$ cat config.mk
export PLATFORM = sky130hd
export DESIGN_NAME = rs232_loopback
export DESIGN_NICKNAME = d
export VERILOG_FILES = /design/src/rtl/rs232_loopback.sv
export SDC_FILE = /design/constraint.sdc
export NUM_CORES = 1
export LEC_CHECK = 0
export ABC_AREA = 1
export BUFFER_PORTS_ARGS = -buffer_cell sky130_fd_sc_hd__buf_4
export CELL_PAD_IN_SITES_DETAIL_PLACEMENT = 2
export CELL_PAD_IN_SITES_GLOBAL_PLACEMENT = 2
export CORE_MARGIN = 3
export CORE_UTILIZATION = 39
export CTS_CLUSTER_DIAMETER = 100
export DETAILED_ROUTE_END_ITERATION = 12
export PLACE_DENSITY_LB_ADDON = 0.1
export SLEW_MARGIN = 20
export SYNTH_ARGS = -nofsm -noshare
export SYNTH_HDL_FRONTEND = slang
export SYNTH_SLANG_ARGS = --single-unit
$ cat constraint.sdc
create_clock -name clk -period 2 [get_ports clk]
set_input_delay 0.6 -clock clk [delete_from_list [all_inputs] [get_ports clk]]
set_output_delay 0.6 -clock clk [all_outputs]
set_load 0.01 [all_outputs]
$ cat src/rtl/rs232_loopback.sv
// ----------------------------------------------------------------------------
// rs232_loopback
//
// Purpose:
//   RS-232 (UART) echo block. Receives 8N1 frames on rx and retransmits every
//   correctly framed byte on tx. The path is a receiver, a one-byte holding
//   buffer and a transmitter, all in the clk domain.
//
// Ports (top level):
//   clk   in   1  system clock, rising edge
//   rstn  in   1  asynchronous active-low reset
//   rx    in   1  serial input, asynchronous to clk, idle high
//   tx    out  1  serial output, registered, idle high
//
// Frame: start bit (0), 8 data bits LSB first, stop bit (1), no parity.
// ----------------------------------------------------------------------------

// ----------------------------------------------------------------------------
// rs232_loopback_rx
//
// Purpose:
//   8N1 receiver. Synchronises rx, detects the start edge, samples each bit
//   at its centre and pulses rx_valid for one clock per good frame.
//
// Ports:
//   clk       in   1  system clock
//   rstn      in   1  asynchronous active-low reset
//   rx        in   1  raw serial input
//   rx_valid  out  1  one-clock pulse: rx_data holds a correctly framed byte
//   rx_data   out  8  received byte, valid while rx_valid is high
// ----------------------------------------------------------------------------
module rs232_loopback_rx #(
    parameter int BIT_CYCLES = 5208
) (
    input  logic       clk,
    input  logic       rstn,
    input  logic       rx,
    output logic       rx_valid,
    output logic [7:0] rx_data
);

    localparam int HALF_CYCLES = BIT_CYCLES / 2;
    localparam int CW          = (BIT_CYCLES > 1) ? $clog2(BIT_CYCLES) : 1;

    localparam logic [CW-1:0] BIT_LAST  = CW'(BIT_CYCLES - 1);
    localparam logic [CW-1:0] HALF_LAST = CW'(HALF_CYCLES - 1);

    localparam logic [1:0] ST_IDLE  = 2'd0;
    localparam logic [1:0] ST_START = 2'd1;
    localparam logic [1:0] ST_DATA  = 2'd2;
    localparam logic [1:0] ST_STOP  = 2'd3;

    logic          rx_meta;
    logic          rx_sync;
    logic          rx_prev;
    logic          rx_fall;
    logic [1:0]    state;
    logic [CW-1:0] cnt;
    logic [2:0]    bit_idx;
    logic [7:0]    shift;

    // Two flops resolve metastability; the third remembers the previous
    // synchronised level for edge detection.
    // NOTE: the chain resets to 1 (the idle line level), not 0, so that a
    // line that is idle at reset release does not look like a start edge.
    always_ff @(posedge clk or negedge rstn) begin
        if (!rstn) begin
            rx_meta <= 1'b1;
            rx_sync <= 1'b1;
            rx_prev <= 1'b1;
        end else begin
            // NOTE: non-blocking assignments make every flop sample the old
            // value of its predecessor, which is what forms a shift chain.
            rx_meta <= rx;
            rx_sync <= rx_meta;
            rx_prev <= rx_sync;
        end
    end

    assign rx_fall = rx_prev & ~rx_sync;

    always_ff @(posedge clk or negedge rstn) begin
        if (!rstn) begin
            state    <= ST_IDLE;
            cnt      <= '0;
            bit_idx  <= '0;
            shift    <= '0;
            rx_valid <= 1'b0;
        end else begin
            rx_valid <= 1'b0;
            case (state)
                ST_IDLE: begin
                    if (rx_fall) begin
                        cnt   <= '0;
                        state <= ST_START;
                    end
                end

                // Re-check the line half a bit after the edge; a high level
                // there means the edge was a glitch.
                ST_START: begin
                    if (cnt == HALF_LAST) begin
                        cnt <= '0;
                        if (rx_sync) begin
                            state <= ST_IDLE;
                        end else begin
                            bit_idx <= '0;
                            state   <= ST_DATA;
                        end
                    end else begin
                        cnt <= cnt + 1'b1;
                    end
                end

                // From the start-bit centre, every full bit period lands on
                // the next bit centre. Shifting in from the top leaves the
                // first (LSB) bit at position 0 after eight samples.
                ST_DATA: begin
                    if (cnt == BIT_LAST) begin
                        cnt   <= '0;
                        shift <= {rx_sync, shift[7:1]};
                        if (bit_idx == 3'd7) begin
                            state <= ST_STOP;
                        end else begin
                            bit_idx <= bit_idx + 1'b1;
                        end
                    end else begin
                        cnt <= cnt + 1'b1;
                    end
                end

                // A low stop bit is a framing error: the byte is dropped.
                // Returning to IDLE at the stop-bit centre leaves half a bit
                // to catch the next start edge of a back-to-back frame.
                ST_STOP: begin
                    if (cnt == BIT_LAST) begin
                        cnt   <= '0;
                        state <= ST_IDLE;
                        if (rx_sync) begin
                            rx_valid <= 1'b1;
                        end
                    end else begin
                        cnt <= cnt + 1'b1;
                    end
                end

                default: state <= ST_IDLE;
            endcase
        end
    end

    assign rx_data = shift;

endmodule

// ----------------------------------------------------------------------------
// rs232_loopback_tx
//
// Purpose:
//   8N1 transmitter. When idle and a byte is pending, takes it and sends
//   start, eight data bits LSB first and stop, each for BIT_CYCLES clocks.
//
// Ports:
//   clk       in   1  system clock
//   rstn      in   1  asynchronous active-low reset
//   pending   in   1  holding buffer has a byte
//   pend_data in   8  byte in the holding buffer
//   take      out  1  byte is taken this clock (buffer must clear)
//   tx        out  1  registered serial output, idle high
// ----------------------------------------------------------------------------
module rs232_loopback_tx #(
    parameter int BIT_CYCLES = 5208
) (
    input  logic       clk,
    input  logic       rstn,
    input  logic       pending,
    input  logic [7:0] pend_data,
    output logic       take,
    output logic       tx
);

    localparam int CW = (BIT_CYCLES > 1) ? $clog2(BIT_CYCLES) : 1;

    localparam logic [CW-1:0] BIT_LAST = CW'(BIT_CYCLES - 1);

    localparam logic [1:0] ST_IDLE  = 2'd0;
    localparam logic [1:0] ST_START = 2'd1;
    localparam logic [1:0] ST_DATA  = 2'd2;
    localparam logic [1:0] ST_STOP  = 2'd3;

    logic [1:0]    state;
    logic [CW-1:0] cnt;
    logic [2:0]    bit_idx;
    logic [7:0]    shift;

    assign take = (state == ST_IDLE) && pending;

    // tx is set in the same edge that changes state, so the line level is a
    // flop output and never glitches on state decoding.
    always_ff @(posedge clk or negedge rstn) begin
        if (!rstn) begin
            state   <= ST_IDLE;
            cnt     <= '0;
            bit_idx <= '0;
            shift   <= '0;
            tx      <= 1'b1;
        end else begin
            case (state)
                ST_IDLE: begin
                    if (pending) begin
                        shift <= pend_data;
                        cnt   <= '0;
                        tx    <= 1'b0;
                        state <= ST_START;
                    end
                end

                ST_START: begin
                    if (cnt == BIT_LAST) begin
                        cnt     <= '0;
                        bit_idx <= '0;
                        tx      <= shift[0];
                        state   <= ST_DATA;
                    end else begin
                        cnt <= cnt + 1'b1;
                    end
                end

                // shift[0] is the bit on the line; shift[1] is the next one.
                ST_DATA: begin
                    if (cnt == BIT_LAST) begin
                        cnt <= '0;
                        if (bit_idx == 3'd7) begin
                            tx    <= 1'b1;
                            state <= ST_STOP;
                        end else begin
                            bit_idx <= bit_idx + 1'b1;
                            shift   <= {1'b1, shift[7:1]};
                            tx      <= shift[1];
                        end
                    end else begin
                        cnt <= cnt + 1'b1;
                    end
                end

                ST_STOP: begin
                    if (cnt == BIT_LAST) begin
                        cnt   <= '0;
                        state <= ST_IDLE;
                    end else begin
                        cnt <= cnt + 1'b1;
                    end
                end

                default: begin
                    state <= ST_IDLE;
                    tx    <= 1'b1;
                end
            endcase
        end
    end

endmodule

// ----------------------------------------------------------------------------
// rs232_loopback (top)
//
// Ports:
//   clk   in   1  system clock
//   rstn  in   1  asynchronous active-low reset
//   rx    in   1  serial input, idle high
//   tx    out  1  serial output, idle high
// ----------------------------------------------------------------------------
module rs232_loopback #(
    parameter int CLK_FREQ   = 50_000_000,
    parameter int BAUD       = 9600,
    parameter int BIT_CYCLES = CLK_FREQ / BAUD
) (
    input  logic clk,
    input  logic rstn,
    input  logic rx,
    output logic tx
);

    logic       rx_valid;
    logic [7:0] rx_data;
    logic       buf_full;
    logic [7:0] buf_data;
    logic       take;

    rs232_loopback_rx #(
        .BIT_CYCLES (BIT_CYCLES)
    ) u_rx (
        .clk      (clk),
        .rstn     (rstn),
        .rx       (rx),
        .rx_valid (rx_valid),
        .rx_data  (rx_data)
    );

    // One-byte holding buffer. A new byte always wins: if it arrives while a
    // byte is still pending it overwrites it, and if it arrives in the same
    // clock the transmitter takes the old byte, full stays set for the new one.
    always_ff @(posedge clk or negedge rstn) begin
        if (!rstn) begin
            buf_full <= 1'b0;
            buf_data <= '0;
        end else begin
            if (rx_valid) begin
                buf_data <= rx_data;
                buf_full <= 1'b1;
            end else if (take) begin
                buf_full <= 1'b0;
            end
        end
    end

    rs232_loopback_tx #(
        .BIT_CYCLES (BIT_CYCLES)
    ) u_tx (
        .clk       (clk),
        .rstn      (rstn),
        .pending   (buf_full),
        .pend_data (buf_data),
        .take      (take),
        .tx        (tx)
    );

endmodule

* Word-level counts from Yosys, hierarchy flattened
Cells that the tools add are included.
** Storage, ports and cells
- Flip-flop bits (word level) :: 66
- Input port bits :: 3
- Output and inout port bits :: 1
- Logic and storage cells :: 105
** Cells by class
- Add/sub/neg operators :: 4
- Eq/ne operators :: 24
- Muxes and demuxes :: 43
- Bitwise operators :: 2
- Reduce and logical (&&, ||, !) cells :: 17
** Operators by type and width (count)
- 13-bit 2-to-1 mux :: 5
- 13-bit case mux with 3 select lines :: 1
- 13-bit by 1-bit adder with 13-bit output, second input constant :: 2
- 13-bit == test, second input constant :: 2
- 13-bit case mux with 2 select lines :: 1
- 8-bit 2-to-1 mux :: 3
- 2-bit 2-to-1 mux :: 11
- 3-bit 2-to-1 mux :: 7
- 2-bit by 1-bit != test with 1-bit output, second input constant :: 9
- 2-bit case mux with 4 select lines :: 2
- 8-bit case mux with 2 select lines :: 1
- 5-bit AND reduction :: 3
- 13-bit by 12-bit == test with 1-bit output, second input constant :: 1
- 3-bit case mux with 2 select lines :: 2
- 4-bit AND reduction :: 3
- 1-bit 2-to-1 mux :: 9
- 2-bit == test, second input constant :: 4
- 2-bit != test, second input constant :: 4
- 2-bit nonzero test :: 4
- 3-bit by 1-bit adder with 3-bit output, second input constant :: 2
- 3-bit == test, second input constant :: 2
- 2-bit by 1-bit == test with 1-bit output, second input constant :: 2
- 2-bit zero test :: 2
- 1-bit case mux with 3 select lines :: 1
- 7 further kinds :: 7

* Depth between registers and ports, before layout
Gate-level depths: netlist (run 1).
- Word-level depth :: 4
- Gate-level depth with buffers :: 10
- Gate-level depth less buffers :: 10

* Cells and area by module
From an unflattened synthesis (run 1), not the netlist that was laid out.
** Second synthesis, totals
- Cells, all modules :: 427
- Area total of the unflattened synthesis :: 3499.6 sq um
** By module, submodules not included
- rs232_loopback_rx :: instances 1, cells an instance 201, area each 1594.0 sq um, sequential area each 754.5 sq um
- rs232_loopback_tx :: instances 1, cells an instance 188, area each 1564.0 sq um, sequential area each 676.9 sq um
- rs232_loopback :: instances 1, cells an instance 38, area each 341.6 sq um, sequential area each 225.2 sq um

* Least setup slack after synthesis (run 1)
Ideal clock, no wire load.
- Path kind :: reg2reg
- From :: register u_rx.state[0]
- To :: register u_rx.cnt[6]
- Library setup time :: 0.129 ns
- Arrival time :: 1.493 ns
- Setup slack :: 0.378 ns
- Stages on the path, launching flop included :: 10
- Buffers on the path :: 2
- Period minus slack after synthesis :: 1.622 ns
- Path through :: dfrtp_1 inv_1 ha_1 buf_2 or2_2 nand2_1 nand2_1 nand2_1 buf_4 o22ai_1
** Between the ends
- Longest elaborated chain between the ends :: 3
** Ends and longest elaborated chain
- start: declaration :: RTL line 57 : logic [1:0] state;
- start signal: assignment :: RTL line 84 : state <= ST_IDLE;
- start signal: assignment :: RTL line 95 : state <= ST_START;
- start signal: assignment :: RTL line 105 : state <= ST_IDLE;
- 2-bit == test :: RTL line 91 : case (state)
- 2-bit OR reduction (no source line)
- 13-bit case mux with 3 select lines :: RTL line 91
- end signal: assignment :: RTL line 111 : cnt <= cnt + 1'b1;
- end signal: assignment :: RTL line 128 : cnt <= cnt + 1'b1;
- end signal: assignment :: RTL line 143 : cnt <= cnt + 1'b1;
- end: declaration :: RTL line 58 : logic [CW-1:0] cnt;
Parallel ways exist; a longest one is shown, timed or not.
A chain may end at the register's enable or synchronous reset.

* Worst setup path in the final report (run 1)
- From :: register u_rx.cnt[0]
- To :: register u_rx.cnt[2]
** Between the ends
- Longest elaborated chain between the ends :: 3
** Ends and longest elaborated chain (RTL line)
- 13-bit by 1-bit adder with 13-bit output, or another cell as far along :: 111, 128, 143
- 13-bit 2-to-1 mux, on equally long branches :: 119, 136, 102
- 13-bit case mux with 3 select lines (*) :: 91
Mark *: on every way between the ends. The rest lies on a longest branch, timed or not.

==> results.md, run 1 <==
- # setup viols final: 0
- Synth Flop Type: dfrtp_1
- PD cells: 825 nW/um^2
- Ant diodes: 0
- Yosys reg bits: 66
- Final-report hold violation count: 0
- Initial drt markers: 70
- Post-Syn Area: 3550 um^2
- Max VDD drop: 0.000483 V
- Die X: 101 um
- CTS sink count: 66
- GR Util met2: 34.5%
- Outcome: finished clean
- Root Buffer: clkbuf_8
- EDFF count, synth: 0
- Post-CTS Hold Fix Bufs: 0
- Yosys cell types: 34
- Fin Setup TNS: 0 ns
- Buf/Inv on CP: 1
- Site Rows: 34
- Gr usage total: 20.2%
- GPL Wtd Cong: 0.809
- Post-synth top area share: 43.7%
- Pin count of the biggest net entering global routing: 40
- Leak Pwr: 1.91 nW
- HPWL Detailed: 6.74 mm
- Met1 usage: 25.8%
- Crit-path cells: ha_1 -> nand2_1 -> nor2_1 -> nand3_2 -> nand2_1 -> nand2_1 -> nand2_1 -> buf_4 -> o22ai_1
- CP required: 2.22 ns
- Number of port buffers: 3
- Via density per instance: 5.17
- Commonest non-fill, non-tap cell in the layout: nand2_1
- Die Span Y: 101 um
- Final Util: 45.2%
- 1st-pass router iterations: 4
- Initial antenna violation count: 0
- Global-route wire length before repair: 16.3 mm
- Core area: 8760 um^2
- Vias: 2,912
- CP endpoint kind: flip-flop
- Delay-heaviest family, CP: simple AND/OR/NAND/NOR gates
- Synth area leaders: dfrtp_1 (44%), nand2_1 (13%), ha_1 (5.3%), inv_1 (4.8%), nor2_1 (4.0%)
- Share of synthesized registers carrying an async set or reset: 100%
- Avg Cell Area, Syn: 8.17 um^2
- Post-synthesis net count: 453
- Peak Freq: 564 MHz
- # Max-Cap Violations: 0
- H-Tree Depth: 3
- Post-CTS Resized: 0
- Max_slew headroom: 78.0%
- Met3 Use GR: 4.41%
- CTS Buffer Depth: 2
- Worst Path Max Fanout: 9
- Arr. time, crit path: 1.99 ns
- Nets: 468
- Ys Warns: 0
- Drt total wl: 9.09 mm
- WL/cell: 16.1 um
- Io pins: 4
- Setup bufs post-CTS: 0
- Global routing's busiest layer: met2
- Final worst-path cycle share: 88.6%
- P&R area growth vs syn: 11.5%
- Worst Hold Class: in -> async
- GRT Residual Overflow: 0
- Share of layout cells above drive strength 1: 15.2%
- Most frequent CP cell: nand2_1
- Worst-Margin Slew: 0.328 ns
- CTS clock-pin slew for the worst setup and hold paths: 0.08 ns
- Unrepaired setup endpoints after global routing: false
- Clk_skew: 0.00962 ns
- CP startpoint kind: flip-flop
- Max-slew violations: 0
- Register area share after synthesis: 46.6%
- Mapped Cells: 435
- Initial Util: 40.5%
- Fin crit period: 1.77 ns
- Critical path class: reg -> reg
- Die footprint: 10,300 um^2
- Cts bufs inserted: 9
- Worst path max stage delay: 0.39 ns
- Vias in the first global route: 3,263
- Antenna viol nets, final: 0
- CTS tree: built
- Clock Latency Late Sink: 0.34 ns
- Commonest cells after routing, fill and taps aside: nand2_1 (127), dfrtp_1 (62), inv_1 (44)
- Drt drc: 0
- Leading area contributor after synthesis: dfrtp_1
- Slowest-stage cell, CP: dfrtp_1
## cell type report
type / instances / area (um^2)
fill: 999 / 4800
tap: 108 / 135
inverter: 52 / 195
multi-input combinational: 308 / 1650
sequential: 66 / 1660
timing repair buffer: 13 / 110
clock buffer: 11 / 141
clock inverter: 5 / 77.6
## worst reg2reg max path: stages (launching register included)
cell and delay (ns):
dfrtp_1 0.39, ha_1 0.26, nand2_1 0.13, nor2_1 0.15
nand3_2 0.13, nand2_1 0.11, nand2_1 0.08, nand2_1 0.12
buf_4 0.20, o22ai_1 0.09
## worst paths after layout
check | slack [ns] | cells past startpoint | to | start
max in group asynchronous | 1.33 | 2 | u_rx.rx_prev | rstn
worst max register to register | 0.23 | 9 | u_rx.cnt[2] | u_rx.cnt[0]
worst min-delay path | 0.12 | 1 | u_rx.cnt[5] | rstn
min in group clk | 0.36 | 1 | u_rx.rx_meta | rx
worst min register to register | 0.37 | 0 | u_rx.rx_sync | u_rx.rx_meta
worst max-delay path | 0.23 | 9 | u_rx.cnt[2] | u_rx.cnt[0]
## cell families after synthesis
logic type | after synthesis | synth area share [%]
xor gates and xnor gates | 10 | 2.47
and+or+nand+nor | 221 | 27.5
adders and majority gates | 15 | 5.28
muxes | 2 | 0.564
AOI/OAI and AO/OA | 60 | 10.4
DFF | 66 | 46.6
buffers and inverters | 61 | 7.19
## routing by layer
metal / routed length (um) / vias to the layer above
met3: 211 / 7
met5: 0 / -
met1: 4050 / 1460
met4: 86 / 0
li1: - / 1423
met2: 4740 / 22
## cell usage after synthesis (3+ instances only)
library cell	number
o21ai_1	3
a21oi_1	5
nor3_1	7
nand3_1	20
ha_1	15
o21ai_0	28
nand4_1	11
nand2_2	4
nand3b_1	3
buf_2	3
inv_1	45
xor2_1	9
o22ai_1	8
nor2_1	38
dfstp_2	4
dfrtp_1	62
o21ai_2	12
inv_2	7
nand2_1	127
## state kept, by name, indices dropped and copies added (netlist names), 2 cells and up, named ones only
register      count
u_rx.cnt         13
u_tx.shift        8
u_tx.bit_idx      3
u_tx.state        2
u_tx.cnt         13
u_rx.bit_idx      3
u_rx.rx_data      8
buf_data          8
## through the flow
step / worst slack (ns) / total power [mW] / cells / hold WS [ns] / cell area [um^2]
floorplan: 0.378 / 1.82 / 435 / 0.304 / 3550
global placement: 0.260 / 2.00 / 547 / 0.348 / 3740
detailed placement: 0.199 / 2.04 / 547 / 0.354 / 3740
CTS: 0.185 / 3.32 / 563 / 0.111 / 3960
global route: 0.0410 / 3.47 / 563 / 0.0989 / 3960
finish: 0.228 / 3.27 / 563 / 0.119 / 3960
## report_power, final
part / internal (mW) / total, mW / switching [mW]
clock: 0.733 / 1.27 / 0.537
sequential: 1.38 / 1.43 / 0.0449
combinational: 0.178 / 0.570 / 0.392
No activity file was read; power rests on OpenSTA's default activity.
==> run 2: changes to the inputs <==
--- a/config.mk
+++ b/config.mk
@@ -14,6 +14,7 @@
 export CTS_CLUSTER_DIAMETER = 100
 export DETAILED_ROUTE_END_ITERATION = 12
 export PLACE_DENSITY_LB_ADDON = 0.1
+export SETUP_SLACK_MARGIN = 0.4
 export SLEW_MARGIN = 20
 export SYNTH_ARGS = -nofsm -noshare
 export SYNTH_HDL_FRONTEND = slang
==> run 2 against run 1 <==
Combinational power grew 84%. Largest power group unchanged. Highest routed layer unchanged. Non-clock buffer count up 44. Largest cell class is now multi-input combinational cells. Fmax down 3.5%.
==> results.md, run 2 (same netlist as run 1, synthesis figures left out) <==
- Io pins: 4
- Max-slew violations: 0
- Final worst-path cycle share: 91.8%
- Peak Freq: 545 MHz
- Final-report hold violation count: 0
- Worst path max stage delay: 0.43 ns
- Core area: 8760 um^2
- Max_slew headroom: 70.5%
- Root Buffer: clkbuf_8
- Non-Filler Instances: 608
- Gr usage total: 25.1%
- Die X: 101 um
- Site Rows: 34
- Layout fillers: 927
- Share of layout cells above drive strength 1: 38.4%
- Initial drt markers: 158
- PD cells: 788 nW/um^2
- Worst reg2reg path depth: 7
- CTS sink count: 66
- Global-route wire length before repair: 19.7 mm
- Nets: 513
- Critical Path Stages: 7
- Reg2reg setup slack: 0.16 ns
- Ant diodes: 0
- Die footprint: 10,300 um^2
- Slowest-stage cell, CP: dfrtp_1
- Vias in the first global route: 3,632
- Power, Total: 3.75 mW
- # setup viols final: 0
- WL/cell: 27.0 um
- Max VDD drop: 0.000412 V
- Pin count of the biggest net entering global routing: 43
- Die Span Y: 101 um
- Outcome: finished clean
- Cts bufs inserted: 9
- Buf/Inv on CP: 0
- R2R Path Start: u_rx.cnt[0]
- Post-CTS Hold Fix Bufs: 0
- Crit-path cells: ha_4 -> nand2_4 -> nor2_4 -> nand2_2 -> o21ai_1 -> o21ai_0 -> o22ai_1
- Clk_skew: 0.0105 ns
- Fin Setup TNS: 0 ns
- Initial Util: 40.5%
- GPL Wtd Cong: 0.727
- Vias: 3,463
- CTS tree: built
- # Max-Cap Violations: 0
- CP startpoint kind: flip-flop
- Initial antenna violation count: 0
- Cell total after placement: 547
- Final hold slack: 0.0814 ns
- Drt total wl: 16.4 mm
- Unrepaired setup endpoints after global routing: true
- Clock Latency Late Sink: 0.37 ns
- Worst Path Max Fanout: 4
- FF-to-FF End: u_rx.cnt[6]
- Arr. time, crit path: 2.10 ns
- CTS Buffer Depth: 2
- Commonest cells after routing, fill and taps aside: nand2_1 (106), dfrtp_1 (54), buf_4 (42)
- P&R area growth vs syn: 33.8%
- GRT Residual Overflow: 0
- Number of port buffers: 3
- Critical path class: reg -> reg
- CTS clock-pin slew for the worst setup and hold paths: 0.09 ns
- Antenna viol nets, final: 0
- Leak Pwr: 2.23 nW
- Crit. Startpoint: u_rx.cnt[0]
- CP endpoint kind: flip-flop
- Worst Hold Class: in -> async
- Worst-Margin Slew: 0.437 ns
- H-Tree Depth: 3
- Delay-heaviest family, CP: compound AO/OA/AOI/OAI gates
- Biggest regs: u_rx.cnt (13), u_tx.cnt (13)
- Drt drc: 0
- Fin crit period: 1.84 ns
- CP required: 2.26 ns
- 1st-pass router iterations: 5
- Via density per instance: 5.70
- Commonest non-fill, non-tap cell in the layout: nand2_1
- Critical Path Sink: u_rx.cnt[6]
- HPWL Detailed: 7.04 mm
-- run 2: worst min path at each step --
stage                      start                          to  slack (ns)  depth (start not counted)
detailed placement  u_rx.rx_meta                u_rx.rx_sync        0.35                          0
floorplan                   rstn  asynchronous set/reset pin        0.30                          0
CTS                         rstn                 u_tx.cnt[8]        0.09                          1
finish                      rstn                 u_rx.cnt[7]        0.08                          1
global route                rstn                 u_rx.cnt[7]        0.08                          1
global placement    u_rx.rx_meta                u_rx.rx_sync        0.35                          0
-- run 2: per-stage QoR --
step	instance area, um^2	setup WS (ns)	utilization, %
floorplan	3560	0.408	-
global route	4750	0.115	54.2
global placement	3740	0.288	42.6
detailed placement	3740	0.161	42.6
CTS	4180	0.377	47.7
finish	4750	0.164	54.2
-- run 2: final cells by class --
type	count	area, um^2	share of cell area [%]
sequential	66	1670	35.1
multi-input combinational	309	2020	42.5
inverter	52	210	4.42
timing repair buffer	57	518	10.9
clock buffer	11	151	3.19
clock inverter	5	52.6	1.11
tap	108	135	2.84
-- run 2: layer usage --
layer  vias to the layer above  GRT usage, %  share of wire (%)
met5                         -             0                  0
met4                         0          6.34                4.2
met3                        51          3.79                3.9
met2                       100          45.3                 52
met1                      1787          31.2                 40
li1                       1525             -                  -
-- run 2: what timing repair did --
item                       4_1_cts  5_1_grt
setup endpoints to repair       51       53
gates cloned                     1        3
setup buffers                   14       27
pin swaps                       10       22
resized for setup               40      103
-- run 2: power by group --
group	internal, mW	leakage, nW	switching, mW
clock network	0.639	0.105	0.620
logic	0.383	1.24	0.665
registers	1.38	0.891	0.0567
total	2.41	2.23	1.34
-- run 2: worst reg2reg max path, delay by kind of cell, from the launching register on --
family / cells / cell delay (ns)
AOI/OAI and AO/OA: 3 / 0.72
DFF: 1 / 0.43
and+or+nand+nor: 3 / 0.39
adders and majority gates: 1 / 0.20
==> run 3: changes to the inputs <==
--- a/config.mk
+++ b/config.mk
@@ -10,7 +10,8 @@
 export CELL_PAD_IN_SITES_DETAIL_PLACEMENT = 2
 export CELL_PAD_IN_SITES_GLOBAL_PLACEMENT = 2
 export CORE_MARGIN = 3
-export CORE_UTILIZATION = 39
+export CORE_UTILIZATION = 40
+export CTS_BUF_LIST = sky130_fd_sc_hd__clkbuf_8
 export CTS_CLUSTER_DIAMETER = 100
 export DETAILED_ROUTE_END_ITERATION = 12
 export PLACE_DENSITY_LB_ADDON = 0.1
==> run 3 against run 2 <==
Non-clock buffer count is 19 lower. Via count fell by 6.5%. Worst hold slack better by 0.081 ns. Global-route usage fell by 1.5 points. Total power shrank 6.9%. Clock skew increased by 0.0028 ns. Sequential share of layout area grew 2.4 points. Clock power shrank 7%. Combinational power fell by 16%. Final cell count fell by 3.6%. Register-to-register slack gained 0.13 ns. Die area down 2.4%. Largest power group unchanged. Highest routed layer unchanged.
==> results.md, run 3 (same netlist as run 1, synthesis figures left out) <==
- CP endpoint kind: flip-flop
- Commonest non-fill, non-tap cell in the layout: nand2_1
- Crit-path cells: ha_2 -> ha_2 -> nand2_2 -> inv_2 -> nor2_2 -> inv_1 -> nor2_4 -> o21ai_0 -> o21ai_0 -> inv_1
- Critical path class: reg -> reg
- Drt total wl: 13.7 mm
- Root Buffer: clkbuf_8
- WL met2: 7.47 mm
- H-Tree Depth: 3
- Final worst-path cycle share: 85.0%
- Worst path max stage delay: 0.39 ns
- Worst Path Max Fanout: 3
- Max layer used: met4
- Fin Setup TNS: 0 ns
- Slowest-stage cell, CP: dfrtp_1
- Gr usage total: 23.5%
- Placed cell area: 3730 um^2
- Design Area, Final: 4440 um^2
- Number of port buffers: 3
- PD cells: 786 nW/um^2
- # setup viols final: 0
- GPL Wtd Cong: 0.826
- Met3 Wirelength: 283 um
- Antenna viol nets, final: 0
- CTS tree: built
- Vias: 3,238
- # Max-Cap Violations: 0
- Die Span Y: 100 um
- Max-slew violations: 0
- Final-report hold violation count: 0
- Crit. Startpoint: u_tx.bit_idx[0]
- Vias in the first global route: 3,554
- Max_slew headroom: 73.5%
- Initial drt markers: 154
- Worst-Margin Slew: 0.397 ns
- Worst Hold Class: in -> async
- Core area: 8420 um^2
- Share of layout cells above drive strength 1: 34.5%
- 1st-pass router iterations: 4
- Fin crit period: 1.70 ns
- CP required: 2.24 ns
- CTS clock-pin slew for the worst setup and hold paths: 0.09 ns
- R2R Path Start: u_tx.bit_idx[0]
- Arr. time, crit path: 1.94 ns
- GRT Residual Overflow: 0
- Global-route wire length before repair: 18.4 mm
- Initial antenna violation count: 0
- Die footprint: 10,000 um^2
- Site Rows: 33
- CP startpoint kind: flip-flop
- Nets: 494
- Cts bufs inserted: 9
- Ant diodes: 0
- Via density per instance: 5.53
- Clk_skew: 0.0133 ns
- Clock Latency Late Sink: 0.36 ns
- CTS Buffer Depth: 2
- Outcome: finished clean
- Leak Pwr: 2.07 nW
- Biggest regs: u_rx.cnt (13), u_tx.cnt (13)
- Peak Freq: 588 MHz
- P&R area growth vs syn: 25.0%
- Unrepaired setup endpoints after global routing: true
- Die X: 100 um
- Initial Util: 42.2%
- WL/cell: 23.3 um
- Drt drc: 0
- Max VDD drop: 0.000610 V
- Pin count of the biggest net entering global routing: 41
- HPWL Detailed: 6.45 mm
- Commonest cells after routing, fill and taps aside: nand2_1 (105), dfrtp_1 (57), inv_1 (30)
- Io pins: 4
- CTS sink count: 66
- M1 WL: 5.48 mm
run 3: worst paths after layout:
check,to,slack [ns],cells after the start
worst max-delay path,u_tx.bit_idx[0],0.30,10
worst min-delay path,u_tx.cnt[12],0.16,1
worst max register to register,u_tx.bit_idx[0],0.30,10
worst min register to register,u_rx.rx_sync,0.36,0
max in group asynchronous,u_tx.tx,1.23,2
min in group clk,u_rx.rx_meta,0.34,1
run 3: power breakdown:
part	switching (mW)	total (mW)	internal [mW]	leakage [nW]
combinational	0.578	0.877	0.300	1.07
sequential	0.0589	1.44	1.38	0.896
clock	0.606	1.17	0.564	0.100
total	1.24	3.49	2.25	2.07
run 3: routing by layer:
metal / up-vias / track usage [%]
met5: - / 0
met4: 0 / 7.88
met3: 37 / 4.38
met2: 57 / 42.9
met1: 1659 / 27.6
li1: 1485 / -
run 3: layout make-up:
cell class                      instances  area, um^2
Clock inverter                          7        61.3
Clock buffer                            9         124
Fill cell                             896        3980
Timing Repair Buffer                   38         328
Multi-Input combinational cell        309        1930
Sequential cell                        66        1660
Inverter                               52         198
Tap cell                              105         131
run 3: repair_timing:
action / CTS / global route
gates resized for setup: 37 / 71
setup endpoints to repair: 54 / 46
hold buffers: 0 / 0
cloned: 2 / 0
pin swaps: 11 / 22
buffers inserted: 13 / 12
run 3: per-stage QoR:
stage          hold slack [ns]  power [mW]  utilization (%)  cells  setup slack, ns
6_report                 0.163        3.49             52.7    586            0.299
3_5_place_dp             0.353        2.03             44.2    543            0.189
3_3_place_gp             0.347        2.00             44.2    543            0.288
5_1_grt                  0.176        3.64             52.7    586            0.184
2_1_floorplan            0.304        1.83                -    435            0.408
4_1_cts                  0.181        3.29             49.2    574            0.386
run 3: worst max-delay path, delay by kind of cell (launching register included):
| family | cells | cell delay (ns) |
|---|---|---|
| buffers and inverters | 3 | 0.24 |
| AO/OA/AOI/OAI | 2 | 0.26 |
| flip-flops | 1 | 0.39 |
| adder cells (fa/ha/maj) | 2 | 0.38 |
| AND/OR/NAND/NOR | 3 | 0.31 |
